<file path="src/rtl/jtopl_wrq_pkg.sv">
// jtopl_wrq_pkg: shared definitions for the OPL register write queue.
//   - wrq_state_e : drain FSM state encoding (IDLE / STROBE / WAIT)
//   - DEF_*       : default queue depth and OPL pacing constants (cen ticks)
//   - max2        : helper used to size the wait counter
package jtopl_wrq_pkg;

    typedef enum logic [1:0] {
        ST_IDLE   = 2'd0,
        ST_STROBE = 2'd1,
        ST_WAIT   = 2'd2
    } wrq_state_e;

    localparam int DEF_DEPTH   = 16;
    localparam int DEF_AWAIT   = 12;
    localparam int DEF_DWAIT   = 84;
    localparam int DEF_STB_LEN = 2;

    function automatic int max2(input int a, input int b);
        return (a > b) ? a : b;
    endfunction

endpackage

</file>
<file path="src/rtl/jtopl_wrq_fifo.sv">
// jtopl_wrq_fifo: DEPTH x W synchronous show-ahead FIFO backed by a register array.
// Ports:
//   clk, rst_n : clock, synchronous active-low reset
//   push       : write wdata (ignored when full unless a pop happens in the same cycle)
//   pop        : consume the head; rdata already shows the head before the pop
//   flush      : empty the FIFO next cycle; a push in the same cycle is discarded
//   wdata      : entry to write
//   rdata      : head entry (valid while !empty)
//   level      : entry count, one bit wider than the pointers
//   full/empty : level==DEPTH / level==0
module jtopl_wrq_fifo #(
    parameter int DEPTH = 16,
    parameter int W     = 9
) (
    input  logic                     clk,
    input  logic                     rst_n,
    input  logic                     push,
    input  logic                     pop,
    input  logic                     flush,
    input  logic [W-1:0]             wdata,
    output logic [W-1:0]             rdata,
    output logic [$clog2(DEPTH):0]   level,
    output logic                     full,
    output logic                     empty
);
    localparam int AW = $clog2(DEPTH);
    localparam logic [AW:0] FULL_LVL = (AW+1)'(DEPTH);

    logic [W-1:0]  mem [DEPTH];
    logic [AW-1:0] wr_ptr;
    logic [AW-1:0] rd_ptr;
    logic [AW:0]   cnt;
    logic          do_push;
    logic          do_pop;

    assign full    = (cnt == FULL_LVL);
    assign empty   = (cnt == '0);
    assign level   = cnt;
    assign rdata   = mem[rd_ptr];
    assign do_pop  = pop & ~empty;
    // A full FIFO still accepts a push when the head leaves in the same cycle.
    assign do_push = push & (~full | do_pop);

    // Pointers wrap naturally: DEPTH is a power of two.
    always_ff @(posedge clk) begin
        if (!rst_n || flush) begin
            wr_ptr <= '0;
            rd_ptr <= '0;
            cnt    <= '0;
        end else begin
            if (do_push) wr_ptr <= wr_ptr + 1'b1;
            if (do_pop)  rd_ptr <= rd_ptr + 1'b1;
            case ({do_push, do_pop})
                2'b10:   cnt <= cnt + 1'b1;
                2'b01:   cnt <= cnt - 1'b1;
                default: cnt <= cnt;
            endcase
        end
    end

    always_ff @(posedge clk) begin
        if (rst_n && !flush && do_push) mem[wr_ptr] <= wdata;
    end

endmodule

</file>
<file path="src/rtl/jtopl_wrq.sv">
// jtopl_wrq: host-to-OPL register write queue with OPL write pacing.
// Host writes are captured into a FIFO without stalling; a drain FSM replays
// them to the core, holding the strobe STB_LEN cen ticks and then waiting
// AWAIT (address port, A0=0) or DWAIT (data port, A0=1) cen ticks.
// Ports:
//   clk, rst_n          : clock, synchronous active-low reset
//   cen                 : clock enable shared with the core; all pacing counts cen ticks
//   din, addr           : host write data / address ({bank, A0} when ADDR_W=2)
//   cs_n, wr_n          : host chip select / write strobe, active low
//   flush               : drop every queued entry (in-flight write still completes)
//   clr_ovf             : clear the sticky overflow flag
//   level, full, empty  : queue occupancy
//   ovf                 : sticky, a host write was dropped on a full queue
//   busy                : drain FSM active or queue not empty
//   opl_din, opl_addr   : replayed write to the core
//   opl_cs_n, opl_wr_n  : core strobes, active low
//
// Host handshake: there is no ready. Each rising edge of (!cs_n & !wr_n),
// seen at clk, is one write request and {addr, din} of that cycle is the
// payload; a request that finds the queue full (and no same-cycle drain)
// is dropped and reported through ovf.
module jtopl_wrq
    import jtopl_wrq_pkg::*;
#(
    parameter int DEPTH   = DEF_DEPTH,
    parameter int ADDR_W  = 1,
    parameter int AWAIT   = DEF_AWAIT,
    parameter int DWAIT   = DEF_DWAIT,
    parameter int STB_LEN = DEF_STB_LEN
) (
    input  logic                    clk,
    input  logic                    rst_n,
    input  logic                    cen,
    input  logic [7:0]              din,
    input  logic [ADDR_W-1:0]       addr,
    input  logic                    cs_n,
    input  logic                    wr_n,
    input  logic                    flush,
    input  logic                    clr_ovf,
    output logic [$clog2(DEPTH):0]  level,
    output logic                    full,
    output logic                    empty,
    output logic                    ovf,
    output logic                    busy,
    output logic [7:0]              opl_din,
    output logic [ADDR_W-1:0]       opl_addr,
    output logic                    opl_cs_n,
    output logic                    opl_wr_n
);
    localparam int W  = ADDR_W + 8;
    localparam int CW = $clog2(max2(AWAIT, DWAIT)) + 1;
    localparam int SW = $clog2(STB_LEN) + 1;

    localparam logic [CW-1:0] AWAIT_C = CW'(AWAIT);
    localparam logic [CW-1:0] DWAIT_C = CW'(DWAIT);
    localparam logic [SW-1:0] STB_C   = SW'(STB_LEN);

    wrq_state_e    state;
    logic [CW-1:0] cnt;
    logic [SW-1:0] stb_cnt;

    logic          wr_req;
    logic          wr_q;
    logic          push;
    logic          pop;
    logic          ovf_set;
    logic [W-1:0]  head;

    // Edge detector runs on every clk so short host strobes are never missed.
    assign wr_req = ~cs_n & ~wr_n;
    assign push   = wr_req & ~wr_q;

    always_ff @(posedge clk) begin
        if (!rst_n) wr_q <= 1'b0;
        else        wr_q <= wr_req;
    end

    // Popping is held off during a flush so the flush really empties the queue.
    assign pop = (state == ST_IDLE) & cen & ~empty & ~flush;

    jtopl_wrq_fifo #(
        .DEPTH (DEPTH),
        .W     (W)
    ) u_fifo (
        .clk   (clk),
        .rst_n (rst_n),
        .push  (push & ~flush),
        .pop   (pop),
        .flush (flush),
        .wdata ({addr, din}),
        .rdata (head),
        .level (level),
        .full  (full),
        .empty (empty)
    );

    // A flushed push is discarded silently, it is not an overflow.
    assign ovf_set = push & ~flush & full & ~pop;

    always_ff @(posedge clk) begin
        if (!rst_n)       ovf <= 1'b0;
        else if (ovf_set) ovf <= 1'b1;
        else if (clr_ovf) ovf <= 1'b0;
    end

    assign busy = (state != ST_IDLE) | ~empty;

    // Timeline per replayed write (cen ticks): strobe goes low at tick T,
    // back high at T+STB_LEN, IDLE again at T+STB_LEN+wait, next strobe at
    // T+STB_LEN+wait+1.
    always_ff @(posedge clk) begin
        if (!rst_n) begin
            state    <= ST_IDLE;
            opl_cs_n <= 1'b1;
            opl_wr_n <= 1'b1;
            opl_din  <= 8'd0;
            opl_addr <= '0;
            cnt      <= '0;
            stb_cnt  <= '0;
        end else if (cen) begin
            case (state)
                ST_IDLE: begin
                    if (pop) begin
                        {opl_addr, opl_din} <= head;
                        opl_cs_n <= 1'b0;
                        opl_wr_n <= 1'b0;
                        stb_cnt  <= STB_C;
                        state    <= ST_STROBE;
                    end
                end
                ST_STROBE: begin
                    if (stb_cnt == SW'(1)) begin
                        opl_cs_n <= 1'b1;
                        opl_wr_n <= 1'b1;
                        cnt      <= opl_addr[0] ? DWAIT_C : AWAIT_C;
                        state    <= ST_WAIT;
                    end else begin
                        stb_cnt <= stb_cnt - 1'b1;
                    end
                end
                ST_WAIT: begin
                    if (cnt == CW'(1)) state <= ST_IDLE;
                    else               cnt   <= cnt - 1'b1;
                end
                default: state <= ST_IDLE;
            endcase
        end
    end

endmodule

</file>
<file path="config.mk">
export PLATFORM = sky130hd
export DESIGN_NAME = jtopl_wrq
export DESIGN_NICKNAME = d
export VERILOG_FILES = /design/src/rtl/jtopl_wrq_pkg.sv /design/src/rtl/jtopl_wrq_fifo.sv /design/src/rtl/jtopl_wrq.sv
export SDC_FILE = /design/constraint.sdc
export NUM_CORES = 1
export LEC_CHECK = 0
export BUFFER_PORTS_ARGS = -buffer_cell sky130_fd_sc_hd__buf_2
export CORE_ASPECT_RATIO = 0.5
export CORE_MARGIN = 2
export CORE_UTILIZATION = 35
export DETAILED_ROUTE_END_ITERATION = 8
export SLEW_MARGIN = 25
export SYNTH_ARGS = -nofsm -noshare
export SYNTH_HDL_FRONTEND = slang
export SYNTH_SLANG_ARGS = --single-unit
export TNS_END_PERCENT = 20
</file>
<file path="constraint.sdc">
create_clock -name clk -period 2.56 [get_ports clk]
set_clock_uncertainty 0.1 [all_clocks]
set_input_delay 0.128 -clock clk [delete_from_list [all_inputs] [get_ports clk]]
set_output_delay 0.128 -clock clk [all_outputs]
set_load 0.01 [all_outputs]
</file>
==> results of run 1 <==
-- per-layer routing --
metal,up-vias,share of wire
met1,2270,0.49
met2,151,0.44
met5,-,0
li1,2124,-
met3,23,0.057
met4,0,0.015
-- placed cells by master (no fill, tap or decap), types with 3 or more instances in the layout --
cell           count
edfxtp_1         144
mux2i_1           44
dfxtp_1           36
buf_4             36
buf_2             35
nor2_1            34
a21oi_1           25
nand2_1           23
o22ai_1           20
mux4_2            18
clkbuf_16         17
o21ai_0           15
nor3_1            14
inv_1             13
nand3_1           12
ha_1              11
a22oi_1           10
nand2b_1           5
dlygate4sd3_1      5
xnor2_1            4
nor2b_1            3
a211oi_1           3
a31oi_1            3
bufinv_16          3
-- sequential cells by signal, summed over array words and instances, names as in the netlist --
name / cells
opl_addr: 1
opl_din: 8
u_fifo.rd_ptr: 4
opl_wr_n: 1
u_fifo.mem: 144
u_fifo.level: 5
cnt: 8
u_fifo.wr_ptr: 4
ovf: 1
state: 2
wr_q: 1
stb_cnt: 2
-- through the flow --
stage,util,total power [mW],setup slack (ps),std cells,instance area [um2]
finish,0.427,6.09,179,864,8880
global route,0.427,6.27,68.1,864,8880
CTS,0.427,6.14,126,864,8880
detailed placement,0.394,3.38,157,827,8190
global placement,0.394,3.38,213,827,8190
floorplan,-,3.29,149,510,7490
-- critical path, delay by kind of cell --
kind | cells | cell delay (ps)
AO/OA/AOI/OAI | 1 | 320
buffers and inverters | 3 | 890
AND/OR/NAND/NOR | 3 | 1070
-- cell type report --
cell class,instances,area share
sequential,181,0.570
multi-input combinational,287,0.254
timing repair buffer,78,0.0603
clock buffer,19,0.0499
tap,273,0.0385
clock inverter,13,0.0217
inverter,13,0.00549
-- kinds of logic after synthesis --
family | count (synthesis) | share of synthesized area
flops | 181 | 0.676
buf+inv | 42 | 0.0229
simple gates | 112 | 0.0762
compound gates | 95 | 0.0835
fa+ha+maj | 12 | 0.0211
mux | 62 | 0.113
xor+xnor | 6 | 0.00702
-- worst min-delay path by stage --
stage	endpoint
3_5_place_dp	wr_q
6_report	u_fifo.mem[9][5]
3_3_place_gp	wr_q
2_1_floorplan	wr_q
4_1_cts	u_fifo.mem[9][5]
5_1_grt	u_fifo.mem[9][5]
-- timing repair --
action	CTS	global route
hold buffers	5	0
gates resized for setup	0	1
hold endpoints to repair	3	0
setup buffers	0	0
setup endpoints to repair	0	1
-- power by group --
part | total, mW | leakage, nW | switching (mW) | internal [mW]
Clock | 2.77 | 0.308 | 1.17 | 1.60
Sequential | 3.18 | 1.59 | 0.00423 | 3.17
Combinational | 0.142 | 1.05 | 0.101 | 0.0405
Total | 6.09 | 2.95 | 1.28 | 4.81
-- synth_stat cells, drive strengths merged (5+ instances only) --
cell type and instances:
o22ai 20, edfxtp 144, nand2b 5, a22oi 10
o21ai 16, nand2 23, ha 11, inv 13
dfxtp 37, nand3 12, mux2i 44, nor3 14
buf 16, nor2 34, mux4 18, clkbuf 13
a21oi 26
==> flow_metrics.tcl, run 1 <==
set metrics [dict create \
    status "finished, final reports clean" \
    clkSlewWorstSetupHoldPaths_ps 70 \
    end_kind "flip-flop" \
    cts_sinks 181 \
    r2r_slack_ps 210 \
    drive_gt1_frac 0.228 \
    startpoint "cs_n" \
    rsz0062_at_grt "false" \
    synth_area_um2 7490 \
    dp_hpwl_mm 11.3 \
    path_cells "dlygate4sd3_1, buf_2, or4_1, a31oi_4, nand3_1, nor2_1, buf_4" \
    ys_seq_area_frac 0.676 \
    arrival_ps 2430 \
    antenna_found_initial 0 \
    maxSlewViolCount 0 \
    antenna_left 0 \
    worst_ir_drop_vdd_v 0.000467 \
    io_pins 36 \
    ff_latch_area_um2 5070 \
    synth_top_cell_area_share 0.577 \
    syn_nets 538 \
    vias 4568 \
    cpPeakStageDelay_ps 560 \
    syn2layout_area_growth_pct 18.6 \
    grt_overflow 0 \
    synth.distinct_cells 56 \
    die_h_um 107 \
    hold_ws_ps 23.3 \
    hold_depth 1 \
    via_per_inst 5.29 \
    die_w_um 211 \
    cts_tree "built" \
    r2r_cells 5 \
    nets 606 \
    multi_input_area_um2 2260 \
    dieArea_um2 22700 \
    dr.pass1.iters 5 \
    grt_pass1_vias 4405 \
    grt_use_met3 0.0368 \
    grt_pass1_wl_mm 26.1 \
    num_rows 37 \
    setup-violations-final 0 \
    drc 0 \
    min_from "din[5]" \
    synthTopCellsByArea "edfxtp_1 58%, dfxtp_1 9.9%, mux2i_1 5.9%, mux4_2 5.4%, ha_1 1.8%" \
    clockBufferDepth 2 \
    async_reset_ff_frac 0 \
    path_max_fanout 9 \
    place_congestion 0.876 \
    tightest_slew_ps 664 \
    synth_cells 510 \
    synth_ff_type "edfxtp_1" \
    maxCapViolCount 0 \
    grt_max_degree 27 \
    start_util 0.360 \
    htree_levels 4 \
    worstPathRequired_ps 2610 \
    cp_slowest_cell "or4_1" \
    wl_mm 16.8 \
    cts_root_buf "clkbuf_16" \
    ys_ff_latch 181 \
    finalHoldViolCount 0 \
    met1_usage 0.222 \
    critPathKind "primary input to flip-flop" \
    fillers 1816 \
    critPathCapture "u_fifo.mem[13][0]" \
    max_freq_ghz 0.420 \
    cts_buffers 17 \
    fin_crit_ps 2380 \
    portBuffers 35 \
    relSlewSlack 0.556 \
    insertion_delay_ps 440 \
    wl_per_cell_um 19.5 \
    synth_edf_count 144 \
    core-area_um2 20800 \
    met2_usage 0.235 \
    synth_area_per_cell_um2 14.7 \
    synth.yosys.warnings 0 \
    fin_setup_tns_ps 0 \
    p_per_area_nw_per_um2 686 \
    top_usage_layer "met2" \
    n_antenna_cell 0 \
    start_kind "primary input" \
    grt_util_all_layers 0.156 \
    reg2reg_to "u_fifo.mem[13][0]" \
    regToRegStartpoint "state[1]" \
    synth_top_cell_by_area "edfxtp_1" \
    drtIter0Drc 413 \
    fin_crit_sh 0.930 \
    leakagePower_nw 2.95 \
    hp-class "primary input to flip-flop" \
]
Note: power is estimated with default switching activity, not from simulation.
==> run 2: changes to the inputs <==
--- a/config.mk
+++ b/config.mk
@@ -5,7 +5,8 @@
 export SDC_FILE = /design/constraint.sdc
 export NUM_CORES = 1
 export LEC_CHECK = 0
-export BUFFER_PORTS_ARGS = -buffer_cell sky130_fd_sc_hd__buf_2
+export ABC_AREA = 1
+export BUFFER_PORTS_ARGS = -buffer_cell sky130_fd_sc_hd__buf_4
 export CORE_ASPECT_RATIO = 0.5
 export CORE_MARGIN = 2
 export CORE_UTILIZATION = 35
==> flow_metrics.tcl, run 2 <==
set metrics [dict create \
    layout_commonest_cell "nand2_1" \
    drc 0 \
    finalInstanceArea_um2 9360 \
    place_congestion 0.842 \
    cts_buffers 17 \
    start_kind "flip-flop" \
    dpl-instance-area_um2 8610 \
    dieArea_um2 24000 \
    min_from "wr_n" \
    dr.pass1.iters 4 \
    dp.cells 1133 \
    tightest_slew_ps 734 \
    end_kind "flip-flop" \
    grt_util_all_layers 0.158 \
    path_max_fanout 7 \
    drtIter0Drc 480 \
    status "finished, final reports clean" \
    start_util 0.361 \
    critPathCapture "u_fifo.level[3]" \
    synth.yosys.warnings 0 \
    largest_reg_flops 144 \
    maxSlewViolCount 0 \
    grt_pass1_vias 5542 \
    htree_levels 4 \
    hp-class "primary input to flip-flop" \
    synth_top_cell_area_share 0.545 \
    synth_common_cells "212 x nand2_1, 144 x edfxtp_1, 135 x nor2_1, 87 x nand3_1, 48 x o21ai_0" \
    cts_tree "built" \
    cts_sinks 181 \
    synth_edf_count 144 \
    startpoint "u_fifo.level[0]" \
    die_h_um 111 \
    fin_crit_sh 0.893 \
    portBuffers 35 \
    insertion_delay_ps 430 \
    ys_seq_area_frac 0.638 \
    clockBufferDepth 2 \
    finalHoldViolCount 0 \
    dp_hpwl_mm 11.6 \
    maxCapViolCount 0 \
    drive_gt1_frac 0.133 \
    cts_root_buf "clkbuf_16" \
    rsz0062_at_grt "false" \
    syn_nets 836 \
    num_rows 38 \
    fin_setup_tns_ps 0 \
    p_per_area_nw_per_um2 659 \
    grt_overflow 0 \
    io_pins 36 \
    antenna_found_initial 0 \
    core-area_um2 22000 \
    crit_top_cell "nor2_1" \
    r2r_slack_ps 270 \
    via_per_inst 4.82 \
    synth.distinct_cells 34 \
    antenna_left 0 \
    cpPeakStageDelay_ps 370 \
    regToRegStartpoint "u_fifo.level[0]" \
    pre_cts_ws_ps 283 \
    r2r_cells 12 \
    route.met3.wl_um 904 \
    die_w_um 217 \
    instances_no_fill 1182 \
    post-route-util 0.426 \
    syn2layout_area_growth_pct 17.9 \
    synth_ff_type "edfxtp_1" \
    wl_mm 18.4 \
    leakagePower_nw 3.60 \
    m1WireLength_mm 8.47 \
    fillers 2086 \
    dr.max_layer_used "met4" \
    grt_max_degree 75 \
    mostFrequentLayoutCells "212 x nand2_1, 144 x edfxtp_1, 135 x nor2_1" \
    top_register "u_fifo.mem" \
    grt_pass1_wl_mm 29.3 \
    worst_ir_drop_vdd_v 0.000425 \
    reg2reg_to "u_fifo.level[3]" \
    vias 5695 \
    nets 897 \
    setup-violations-final 0 \
    arrival_ps 2510 \
    max_freq_ghz 0.437 \
    async_reset_ff_frac 0 \
    worstPathRequired_ps 2780 \
    path_cells "nor2_1, nand3_1, nand2_4, clkinv_4, nand2_4, inv_1, ha_1, a21oi_1, nand2_1, xor2_1, nor2_1, nor2_1" \
    synth_cells 808 \
    ys_ff_latch 181 \
    n_antenna_cell 0 \
    fin_crit_ps 2290 \
    clkSlewWorstSetupHoldPaths_ps 60 \
    wl_per_cell_um 15.6 \
    synth_area_um2 7940 \
    synth_area_per_cell_um2 9.83 \
    synth_top_cell_by_area "edfxtp_1" \
    synth_most_common_cell "nand2_1" \
    cp_slowest_cell "dfxtp_1" \
    synthTopCellsByArea "edfxtp_1 54%, nand2_1 10%, dfxtp_1 9.3%, nor2_1 6.4%, nand3_1 5.5%" \
    worst_slack_ps 273 \
    relSlewSlack 0.508 \
    critPathKind "flip-flop to flip-flop" \
    largestRegisters "u_fifo.mem x144, cnt x8, opl_din x8" \
    dr_wl_met2_mm 8.71 \
]
[run 2: cell types whose count changed after synthesis, moves of 28 or more]
cell     delta
inv_1      +28
mux2i_1    -44
nand2_1   +189
nand3_1    +75
nor2_1    +101
o21ai_0    +33
[run 2: timing repair]
| item | CTS | global route |
|---|---|---|
| endpoints found under the setup margin | 0 | 0 |
| hold buffers | 17 | 0 |
| setup buffers | 0 | 0 |
| hold endpoints to repair | 152 | 0 |
| resized for setup | 0 | 0 |
[run 2: layout make-up]
class                      instances  area, um2  area share
sequential                       181       5070       0.541
clock buffer                      18        429      0.0458
tap                              300        375      0.0401
timing repair buffer              75        643      0.0687
inverter                          49        190      0.0203
clock inverter                    14        151      0.0162
multi-input combinational        545       2510       0.268
[run 2: power breakdown]
part           switching (mW)  internal, mW  total [mW]  leakage, nW
Combinational           0.236         0.136       0.373         1.74
Clock                    1.14          1.45        2.59        0.271
Sequential             0.0207          3.19        3.21         1.59
Total                    1.40          4.78        6.17         3.60
[run 2: worst min path at each step]
stage | endpoint | slack, ps | cells after the start
3_3_place_gp | wr_q | 200 | 2
5_1_grt | u_fifo.wr_ptr[3] | 230 | 6
4_1_cts | u_fifo.level[0] | 190 | 6
3_5_place_dp | wr_q | 200 | 2
2_1_floorplan | wr_q | 100 | 1
6_report | u_fifo.level[0] | 190 | 6
[run 2: through the flow]
step	hold WS (ps)	total power [mW]
2_1_floorplan	105	3.49
3_3_place_gp	200	3.62
3_5_place_dp	204	3.63
4_1_cts	186	6.21
5_1_grt	229	6.38
6_report	189	6.17
[run 2: logic make-up after synthesis]
group,after synthesis,share of synthesized area
compound gates,71,0.0460
xor+xnor,3,0.00331
fa+ha+maj,12,0.0199
buf+inv,82,0.0465
flops,181,0.638
simple gates,459,0.246
[run 2: per-layer routing]
metal | global-route usage | vias to the layer above
li1 | - | 2820
met1 | 0.216 | 2713
met2 | 0.253 | 141
met3 | 0.0289 | 21
met4 | 0.0543 | 0
met5 | 0 | -
[run 2: critical path, delay by kind of cell, from the launching register on]
family                     cells  cell delay [ps]
AOI/OAI and AO/OA              1              180
xor gates and xnor gates       1              140
adders and majority gates      1              350
buffers and inverters          2              170
DFF                            1              370
and+or+nand+nor                7              870
